--- src/rtl/cpu_control_unit_pkg.sv ---
// -----------------------------------------------------------------------------
// cpu_control_unit_pkg
//   Shared definitions for the multi-cycle control unit that sequences the
//   core datapath: state encodings, counter widths and the packed strobe
//   bundle the FSM drives each cycle.
//
//   Contents
//     STATE_W        width of the state encoding (3)
//     WAIT_W         width of the fixed-latency memory wait counter (4)
//     WDOG_W         width of the memory handshake watchdog (8 -> 256 cycles)
//     cu_state_e     S_RST=0 S_FETCH=1 S_DEC=2 S_EXE=3 S_MEM=4 S_WB=5 S_HALT=6
//     cu_strobes_t   every non-reserved strobe/status output of the unit
//     STROBES_IDLE   all-zero strobe bundle (default each cycle)
//     clamp_mem_wait helper that folds MEM_WAIT into its legal 1..15 range
// -----------------------------------------------------------------------------
package cpu_control_unit_pkg;

  localparam int STATE_W = 3;
  localparam int WAIT_W  = 4;
  localparam int WDOG_W  = 8;

  typedef enum logic [STATE_W-1:0] {
    S_RST   = 3'd0,
    S_FETCH = 3'd1,
    S_DEC   = 3'd2,
    S_EXE   = 3'd3,
    S_MEM   = 3'd4,
    S_WB    = 3'd5,
    S_HALT  = 3'd6
  } cu_state_e;

  // One field per output pulse/level. Bit order is not significant to the
  // datapath; the fields are unpacked to individual ports in the top.
  typedef struct packed {
    logic ld_ir;
    logic ld_pc;
    logic ld_lr;
    logic ld_rd;
    logic ld_rn;
    logic ld_apsr;
    logic cu_execute;
    logic wr_en;
    logic branch;
    logic led_en;
    logic halted;
  } cu_strobes_t;

  localparam cu_strobes_t STROBES_IDLE = '0;

  // Out-of-range MEM_WAIT values are folded into 1..15 so the 4-bit wait
  // counter can never be loaded with a wrapped value.
  function automatic logic [WAIT_W-1:0] clamp_mem_wait(input int mem_wait);
    int v;
    v = mem_wait;
    if (v < 1)  v = 1;
    if (v > 15) v = 15;
    return WAIT_W'(v);
  endfunction

endpackage

--- src/rtl/cpu_control_unit.sv ---
// -----------------------------------------------------------------------------
// cpu_control_unit
//   Multi-cycle sequencer beside the core datapath. One instruction is in
//   flight at a time; it walks FETCH -> DEC -> [EXE -> [MEM] ->] WB and raises
//   the register-load strobes and execute/memory/branch pulses of each state.
//   Halt / single-step debug control parks the unit in S_HALT before a fetch.
//
//   Build option
//     MEM_HANDSHAKE_EN  defined  : S_MEM waits for mem_ready (256-cycle watchdog)
//                       undefined: S_MEM lasts exactly MEM_WAIT cycles,
//                                  mem_ready is ignored
//
//   Parameters
//     MEM_WAIT  cycles spent in S_MEM without the handshake (1..15)
//     CNT_W     width of the retired-instruction counter
//
//   Ports
//     clk            in   system clock, rising edge
//     rst            in   synchronous reset, active low
//     halt           in   stop before the next fetch
//     step           in   single-cycle pulse: retire one instruction while halted
//     write_rd       in   decoder: instruction writes Rd
//     write_rn       in   decoder: instruction writes Rn (write-back)
//     update_flags   in   decoder: S bit, update APSR
//     mem_en         in   decoder: load/store
//     mem_wr         in   decoder: store (1) / load (0)
//     ig_ex          in   decoder: condition failed, skip execute
//     br_en          in   decoder: branch taken
//     br_L           in   decoder: branch with link
//     mem_ready      in   data memory done (handshake build only)
//     ld_ir ld_pc ld_lr ld_rd ld_rn ld_apsr   out  load strobes
//     ld_sp ld_ipsr ld_primask                out  reserved, tied 0
//     cu_execute     out  ALU evaluate pulse
//     wr_en          out  data-memory write strobe
//     branch         out  PC loads branch target instead of PC+4
//     led_en         out  LED register capture pulse
//     halted         out  1 while parked in S_HALT
//     state          out  current state encoding (debug)
//     retired        out  retired-instruction count
//
//   Handshake semantics: there is no valid/ready pair on the instruction side;
//   the only handshake is mem_ready, a level sampled in S_MEM. The cycle in
//   which mem_ready=1 is seen is the last S_MEM cycle (wr_en still high); the
//   next cycle is S_WB.
// -----------------------------------------------------------------------------
module cpu_control_unit
  import cpu_control_unit_pkg::*;
#(
  parameter int MEM_WAIT = 1,
  parameter int CNT_W    = 32
) (
  input  logic             clk,
  input  logic             rst,
  input  logic             halt,
  input  logic             step,
  input  logic             write_rd,
  input  logic             write_rn,
  input  logic             update_flags,
  input  logic             mem_en,
  input  logic             mem_wr,
  input  logic             ig_ex,
  input  logic             br_en,
  input  logic             br_L,
  input  logic             mem_ready,
  output logic             ld_ir,
  output logic             ld_pc,
  output logic             ld_lr,
  output logic             ld_rd,
  output logic             ld_rn,
  output logic             ld_apsr,
  output logic             ld_sp,
  output logic             ld_ipsr,
  output logic             ld_primask,
  output logic             cu_execute,
  output logic             wr_en,
  output logic             branch,
  output logic             led_en,
  output logic             halted,
  output logic [STATE_W-1:0] state,
  output logic [CNT_W-1:0] retired
);

  // ---------------------------------------------------------------------------
  // State and bookkeeping registers
  // ---------------------------------------------------------------------------
  cu_state_e        state_q, state_d;
  logic             skip_q, skip_d;            // condition failed: WB only bumps PC
  logic             step_pend_q, step_pend_d;  // step accepted in S_HALT, not yet fetched
  logic [CNT_W-1:0] retired_q, retired_d;
  cu_strobes_t      strb;

`ifdef MEM_HANDSHAKE_EN
  localparam logic [WDOG_W-1:0] WDOG_LAST = {WDOG_W{1'b1}};
  logic [WDOG_W-1:0] wdog_q, wdog_d;

  // MEM_WAIT plays no part in this build.
`else
  localparam logic [WAIT_W-1:0] MEM_LOAD = clamp_mem_wait(MEM_WAIT) - WAIT_W'(1);
  logic [WAIT_W-1:0] wait_q, wait_d;

  // Memory completion is purely time-based in this build.
  logic unused_mem_ready;
  assign unused_mem_ready = mem_ready;
`endif

  always_ff @(posedge clk) begin
    if (!rst) begin
      state_q     <= S_RST;
      skip_q      <= 1'b0;
      step_pend_q <= 1'b0;
      retired_q   <= '0;
`ifdef MEM_HANDSHAKE_EN
      wdog_q      <= '0;
`else
      wait_q      <= '0;
`endif
    end else begin
      state_q     <= state_d;
      skip_q      <= skip_d;
      step_pend_q <= step_pend_d;
      retired_q   <= retired_d;
`ifdef MEM_HANDSHAKE_EN
      wdog_q      <= wdog_d;
`else
      wait_q      <= wait_d;
`endif
    end
  end

  // ---------------------------------------------------------------------------
  // Next state and strobes
  // ---------------------------------------------------------------------------
  always_comb begin
    state_d     = state_q;
    skip_d      = skip_q;
    step_pend_d = step_pend_q;
    retired_d   = retired_q;
    strb        = STROBES_IDLE;
`ifdef MEM_HANDSHAKE_EN
    wdog_d      = wdog_q;
`else
    wait_d      = wait_q;
`endif

    case (state_q)
      S_RST: begin
        state_d = S_FETCH;
      end

      S_FETCH: begin
        skip_d = 1'b0;
        // The halt check lives here so a halted core never latches a new
        // instruction: ld_ir is suppressed in the cycle that diverts to
        // S_HALT. A pending step overrides halt for exactly one fetch.
        if (halt && !step_pend_q) begin
          state_d = S_HALT;
        end else begin
          strb.ld_ir  = 1'b1;
          step_pend_d = 1'b0;
          state_d     = S_DEC;
        end
      end

      S_HALT: begin
        strb.halted = 1'b1;
        if (step || !halt) begin
          state_d     = S_FETCH;
          step_pend_d = step;
        end
      end

      S_DEC: begin
        if (ig_ex) begin
          skip_d  = 1'b1;
          state_d = S_WB;
        end else begin
          state_d = S_EXE;
        end
      end

      S_EXE: begin
        strb.cu_execute = 1'b1;
        if (mem_en) begin
          state_d = S_MEM;
`ifdef MEM_HANDSHAKE_EN
          wdog_d  = '0;
`else
          wait_d  = MEM_LOAD;
`endif
        end else begin
          state_d = S_WB;
        end
      end

      S_MEM: begin
        strb.wr_en = mem_wr;
`ifdef MEM_HANDSHAKE_EN
        // The watchdog keeps a memory that never answers from wedging the core.
        if (mem_ready || (wdog_q == WDOG_LAST)) begin
          state_d = S_WB;
        end else begin
          wdog_d = wdog_q + WDOG_W'(1);
        end
`else
        if (wait_q == '0) begin
          state_d = S_WB;
        end else begin
          wait_d = wait_q - WAIT_W'(1);
        end
`endif
      end

      S_WB: begin
        strb.ld_pc = 1'b1;
        // Decoder outputs have been stable since S_DEC, so gating the
        // write-back strobes with them directly is glitch-safe in practice.
        if (!skip_q) begin
          strb.ld_rd   = write_rd;
          strb.ld_rn   = write_rn;
          strb.ld_apsr = update_flags;
          strb.branch  = br_en;
          strb.ld_lr   = br_en & br_L;
          strb.led_en  = write_rd;
        end
        retired_d = retired_q + CNT_W'(1);
        state_d   = S_FETCH;
      end

      default: begin
        state_d = S_RST;
      end
    endcase
  end

  // ---------------------------------------------------------------------------
  // Outputs
  // ---------------------------------------------------------------------------
  assign ld_ir      = strb.ld_ir;
  assign ld_pc      = strb.ld_pc;
  assign ld_lr      = strb.ld_lr;
  assign ld_rd      = strb.ld_rd;
  assign ld_rn      = strb.ld_rn;
  assign ld_apsr    = strb.ld_apsr;
  assign cu_execute = strb.cu_execute;
  assign wr_en      = strb.wr_en;
  assign branch     = strb.branch;
  assign led_en     = strb.led_en;
  assign halted     = strb.halted;

  // Reserved for the exception/stack extension of the datapath.
  assign ld_sp      = 1'b0;
  assign ld_ipsr    = 1'b0;
  assign ld_primask = 1'b0;

  assign state      = state_q;
  assign retired    = retired_q;

endmodule

--- config.mk ---
export PLATFORM = sky130hd
export DESIGN_NAME = cpu_control_unit
export DESIGN_NICKNAME = d
export VERILOG_FILES = /design/src/rtl/cpu_control_unit_pkg.sv /design/src/rtl/cpu_control_unit.sv
export SDC_FILE = /design/constraint.sdc
export NUM_CORES = 1
export LEC_CHECK = 0
export CORE_UTILIZATION = 25
export CTS_BUF_LIST = sky130_fd_sc_hd__clkbuf_4
export DETAILED_ROUTE_END_ITERATION = 12
export GPL_ROUTABILITY_DRIVEN = 0
export PLACE_DENSITY = 0.56
export SYNTH_ARGS = -nofsm -noshare
export SYNTH_HDL_FRONTEND = slang
export SYNTH_SLANG_ARGS = --single-unit
--- constraint.sdc ---
create_clock -name clk -period 2.4 [get_ports clk]
set_clock_uncertainty 0.15 [all_clocks]
set_input_delay 0.72 -clock clk [delete_from_list [all_inputs] [get_ports clk]]
set_output_delay 0.72 -clock clk [all_outputs]
set_load 0.02 [all_outputs]
Word-level counts from Yosys, hierarchy flattened. Index checks and enable logic that the tools add are counted.

Eq/ne operators: 12. Reductions and logical operators: 14. Bitwise operators: 1. Multiplexer cells: 23. Add/sub/neg operators: 2.

Operators with widths (number): adder 32 x 1 -> 32 bit (second input constant) (1); case mux 3 bit (6 select lines) (1); two-way mux 3 bit (4); two-way mux 4 bit (3); != test 2 bit (second input constant) (6); == test 3 bit (second input constant) (3); two-way mux 1 bit (9); case mux 4 bit (2 select lines) (1); == test 3 x 2 -> 1 bit (second input constant) (2); AND reduction 3 bit (2); nonzero test 2 bit (3); two-way mux 5 bit (1); logical NOT 4 bit (1); two-way mux 2 bit (2); case mux 1 bit (2 select lines) (2); AND reduction 2 bit (2); subtractor 4 x 1 -> 4 bit (second input constant) (1); == test 3 x 1 -> 1 bit (second input constant) (1); logical NOT 3 bit (1); logical NOT 1 bit (2); OR reduction 2 bit (1); AND 1 bit (1); logical AND 1 bit (1); logical OR 1 bit (1).

Input bits: 13. Flip-flop bits (word level): 41. Word-level logic and storage cells: 57.

Depth between registers and ports, before layout.
Depth in word-level cells: 4. Mapped depth: 7.

Worst setup path before layout. Ideal clock, no wire load.

Path kind: register to output. Start point: register state_q[0] (netlist: state[0]). End point: output port led_en. Required time: 1.530 ns. Slack: -0.470 ns. Arrival: 2.000 ns. Stages on the path, launching flop included: 7. Buffers on the path: 3. Cell sequence: dfxtp_1 -> clkbuf_1 -> and3b_1 -> clkbuf_1 -> nor2b_1 -> and2_1 -> buf_4.

Word-level cells in the longest chain between the ends: 2.

RTL lines: from (decl) (RTL line cpu_control_unit.sv:86) `cu_state_e state_q, state_d;`; from (signal assigned) (RTL line cpu_control_unit.sv:118) `state_q <= state_d;`; == test 3 bit (RTL line cpu_control_unit.sv:145) `case (state_q)`; two-way mux 2 bit (RTL line cpu_control_unit.sv:145); to (decl) (RTL line cpu_control_unit.sv:77) `output logic led_en,`.

No other way between the ends.

Final worst setup path.
Start point: input port br_en. End point: output port ld_lr.

Word-level cells in the longest chain between the ends: 3.

RTL lines: from (decl) (RTL line cpu_control_unit.sv:62) `input logic br_en,`; AND 1 bit (RTL line cpu_control_unit.sv:222) `strb.ld_lr = br_en & br_L;`; two-way mux 4 bit (RTL line cpu_control_unit.sv:217) `if (!skip_q) begin`; two-way mux 5 bit (RTL line cpu_control_unit.sv:145); to (decl) (RTL line cpu_control_unit.sv:67) `output logic ld_lr,`.

No other way between the ends.

==> flow_summary.rst <==
.. list-table::
   :header-rows: 1

   * - Metric
     - Value
   * - Result of the run
     - complete, no violations
   * - Buf+Inv Stages, Crit Path
     - 2
   * - Total Routed Length
     - about 5 mm
   * - Floorplan die height
     - between 90 and 100 microns
   * - # setup viols final
     - 0
   * - Cell with the largest stage delay on the worst path
     - clkdlybuf4s50_1
   * - Arrival time at the worst endpoint
     - around 1.5 ns
   * - Initial Utilization
     - 0.262
   * - Maximum number of pins on one net before global-route repair
     - 23
   * - Number of top-level design ports
     - between 60 and 70
   * - Total power consumption of the routed design
     - approximately 1.2 mW
   * - Highest clock frequency the design can meet
     - around 420 MHz
   * - Clock input transition at the sequential cells of the worst setup and hold paths
     - 0.13 ns
   * - Endpoint class of the critical path
     - output port
   * - Later-pin clock latency in the skew report
     - between 0.3 and 0.4 ns
   * - Leading post-synthesis cells by cell area
     - dfxtp_1, a21oi_1, mux2i_1
   * - Number of global-route vias before repair
     - a little under 2k
   * - Total via count in the routed design
     - around 2.1k
   * - Global-route wire length before repair
     - just under 9 mm
   * - Worst min-delay path class
     - reg2reg
   * - Area Growth Syn to Fin
     - 37.2%
   * - Total clock buffers created by CTS
     - 5
   * - Number of antenna violations at the first check in global routing
     - 0
   * - Remaining Overflow, GRT
     - 0
   * - Average vias per placed instance
     - 4.90
   * - Post-synth ARST share
     - 0
   * - CP cell instances
     - clkdlybuf4s50_1, and3_1, buf_4
   * - Most instantiated cells after synthesis
     - dfxtp_1, nand2_1, a21oi_1
   * - Wire length per cell after detailed routing
     - ~12 microns
   * - Time the worst path needs with I/O delays and setup
     - ~2.4 ns
   * - Cell at the root of the clock tree
     - clkbuf_4
   * - Number of synthesized flops with an enable pin
     - 0
   * - Setup repair after global routing missed its margin
     - no
   * - Max Cap Viol
     - 0
   * - Warning count from the yosys run
     - 0
   * - Detailed-routing iteration count for the pre-antenna-repair pass
     - 5
   * - Sequential fraction of the synthesis area
     - 0.378
   * - Post-placement worst setup slack
     - -0.497 ns
   * - Number of I/O port buffers
     - 57
   * - Global-route usage over all layers
     - 0.122
   * - Flip-flop and latch count after synthesis
     - 41
   * - Largest delay share family, worst path
     - buffers and inverters
   * - Residual DRC count
     - 0
   * - Row Count
     - 33
   * - Post-placement cell area
     - approximately 2900 sq um
   * - Net count, final
     - around 340
   * - CTS tree
     - done
   * - Half-perimeter wire length after placement
     - 3.72 mm
   * - Data required time of the worst path
     - 1.53 ns
   * - Area share of the largest cell type after synthesis
     - 0.378
   * - Core box area
     - roughly 8300 sq um
   * - Slew of the pin with the lowest slew margin
     - around 0.6 ns
   * - Leading cell type by number of instances after synthesis
     - dfxtp_1
   * - Diodes inserted
     - 0
   * - Post-Synthesis Cell Area
     - ~2200 sq um
   * - Area of all placed cells without fillers
     - between 2000 and 3000 sq um
   * - Max incr delay on CP
     - around 0.48 ns
   * - Hold violation total from the final report
     - 0
   * - Filler Cells Inserted
     - slightly below 900
   * - Critical setup path kind
     - in2out
   * - # H-tree levels
     - 2
   * - Gate count of the mapped netlist
     - 262
   * - DIE AREA
     - just over 9000 sq um
   * - Worst ir drop on vdd
     - 0.183 mV
   * - Floorplan die width
     - between 90 and 100 microns
   * - Per-instance average area after synthesis
     - ~8.3 sq um
   * - Initial detailed-routing violation count
     - between 60 and 70
   * - Fraction of the cycle the final worst path needs
     - 0.981
   * - P per Cell Area
     - just over 400 nW/um^2
   * - Worst-case hold slack
     - ~0.33 ns
   * - Yosys top cell by area
     - dfxtp_1
   * - Most frequently used flop master after synthesis
     - dfxtp_1
   * - Relative max-transition margin
     - 0.604
   * - Remaining number of nets flagged by the antenna check after routing
     - 0
   * - Startpoint types
     - primary input
   * - Leakage power total
     - around 1.1 nW
   * - Unique cell type count in the Yosys netlist
     - 42
   * - Post-route worst setup slack
     - roughly 0.046 ns
   * - Final Max Tran Viols
     - 0
   * - Total number of clock tree sinks
     - roughly 40
   * - Clock Path Buffers
     - 2
   * - Ratio of cells with drive above 1 in the final layout
     - 0.159
   * - Worst Path Max Fanout
     - 2
[worst min-delay path, stage by stage (launching register included)]
cell and delay (ns):
dfxtp_1 0.35, nand2_1 0.06, a21oi_1 0.05
[registers in the layout, indices dropped and copies added, names as in the netlist]
register	flops
state	3
skip_q	1
step_pend_q	1
wait_q	4
retired	32
[metrics by stage]
| stage | utilization | std cells | setup TNS [ns] |
|---|---|---|---|
| 6_report | 0.359 | 433 | 0 |
| 5_1_grt | 0.359 | 433 | 0 |
| 4_1_cts | 0.356 | 433 | -0.0622 |
| 3_5_place_dp | 0.354 | 425 | -3.09 |
| 3_3_place_gp | 0.354 | 425 | -3.02 |
| 2_1_floorplan | - | 264 | 0 |
[final cells by class]
type | count | area (sq um) | share of cell area
Clock inverter | 3 | 17.5 | 0.00587
Tap cell | 105 | 131 | 0.0440
Multi-Input combinational cell | 194 | 1250 | 0.418
Clock buffer | 5 | 37.5 | 0.0126
Sequential cell | 41 | 828 | 0.278
Timing Repair Buffer | 76 | 688 | 0.231
Inverter | 9 | 33.8 | 0.0113
[layout by cell type (no fill, tap or decap), types with 3 or more instances in the layout]
| cell | instances |
|---|---|
| clkdlybuf4s50_1 | 40 |
| dfxtp_1 | 37 |
| nand2_1 | 24 |
| buf_4 | 22 |
| a21oi_1 | 21 |
| nor2_1 | 15 |
| nand2b_1 | 10 |
| o21ai_0 | 10 |
| or4_1 | 10 |
| mux2i_1 | 10 |
| inv_1 | 9 |
| or3_1 | 9 |
| o31ai_1 | 9 |
| nand4_1 | 8 |
| nand3_1 | 8 |
| nor4_1 | 7 |
| nor3_1 | 6 |
| and2_1 | 5 |
| xnor2_1 | 5 |
| clkbuf_4 | 5 |
| and4_1 | 4 |
| buf_2 | 4 |
| dlygate4sd2_1 | 4 |
| ha_1 | 3 |
| conb_1 | 3 |
| dlymetal6s2s_1 | 3 |
| dfxtp_2 | 3 |
[metal layers]
layer	track usage	up-vias	part of all wire
li1	-	1071	-
met3	0.0335	7	0.050
met4	0.0265	0	0.0095
met1	0.158	985	0.49
met5	0	-	0
met2	0.199	59	0.45
[repair_timing]
item | CTS | global route
setup endpoints to repair | 13 | 9
pin swaps | 0 | 1
endpoints found under the hold margin | 0 | 0
setup buffers | 0 | 0
gates resized for setup | 42 | 15
hold buffers | 0 | 0
[cells by family after synthesis]
logic type,Yosys count,share of synthesized area
compound gates,46,0.124
xor+xnor,7,0.0282
fa+ha+maj,3,0.0173
buf+inv,29,0.0645
flops,41,0.378
mux,11,0.0512
other cells,1,0.00173
simple gates,124,0.336
[power by group]
part           internal, mW  switching [mW]  total (mW)
clock                 0.111           0.236       0.347
sequential            0.689         0.00990       0.699
combinational        0.0803          0.0838       0.164
[final timing paths]
check | slack [ns] | to | depth (start not counted) | from
min reg2reg | 0.33 | wait_q[0] | 2 | wait_q[0]
max reg2reg | 0.14 | retired[20] | 6 | retired[0]
max | 0.05 | ld_lr | 3 | br_en
min | 0.33 | wait_q[0] | 2 | wait_q[0]
Power figures use the tool's default switching activity.
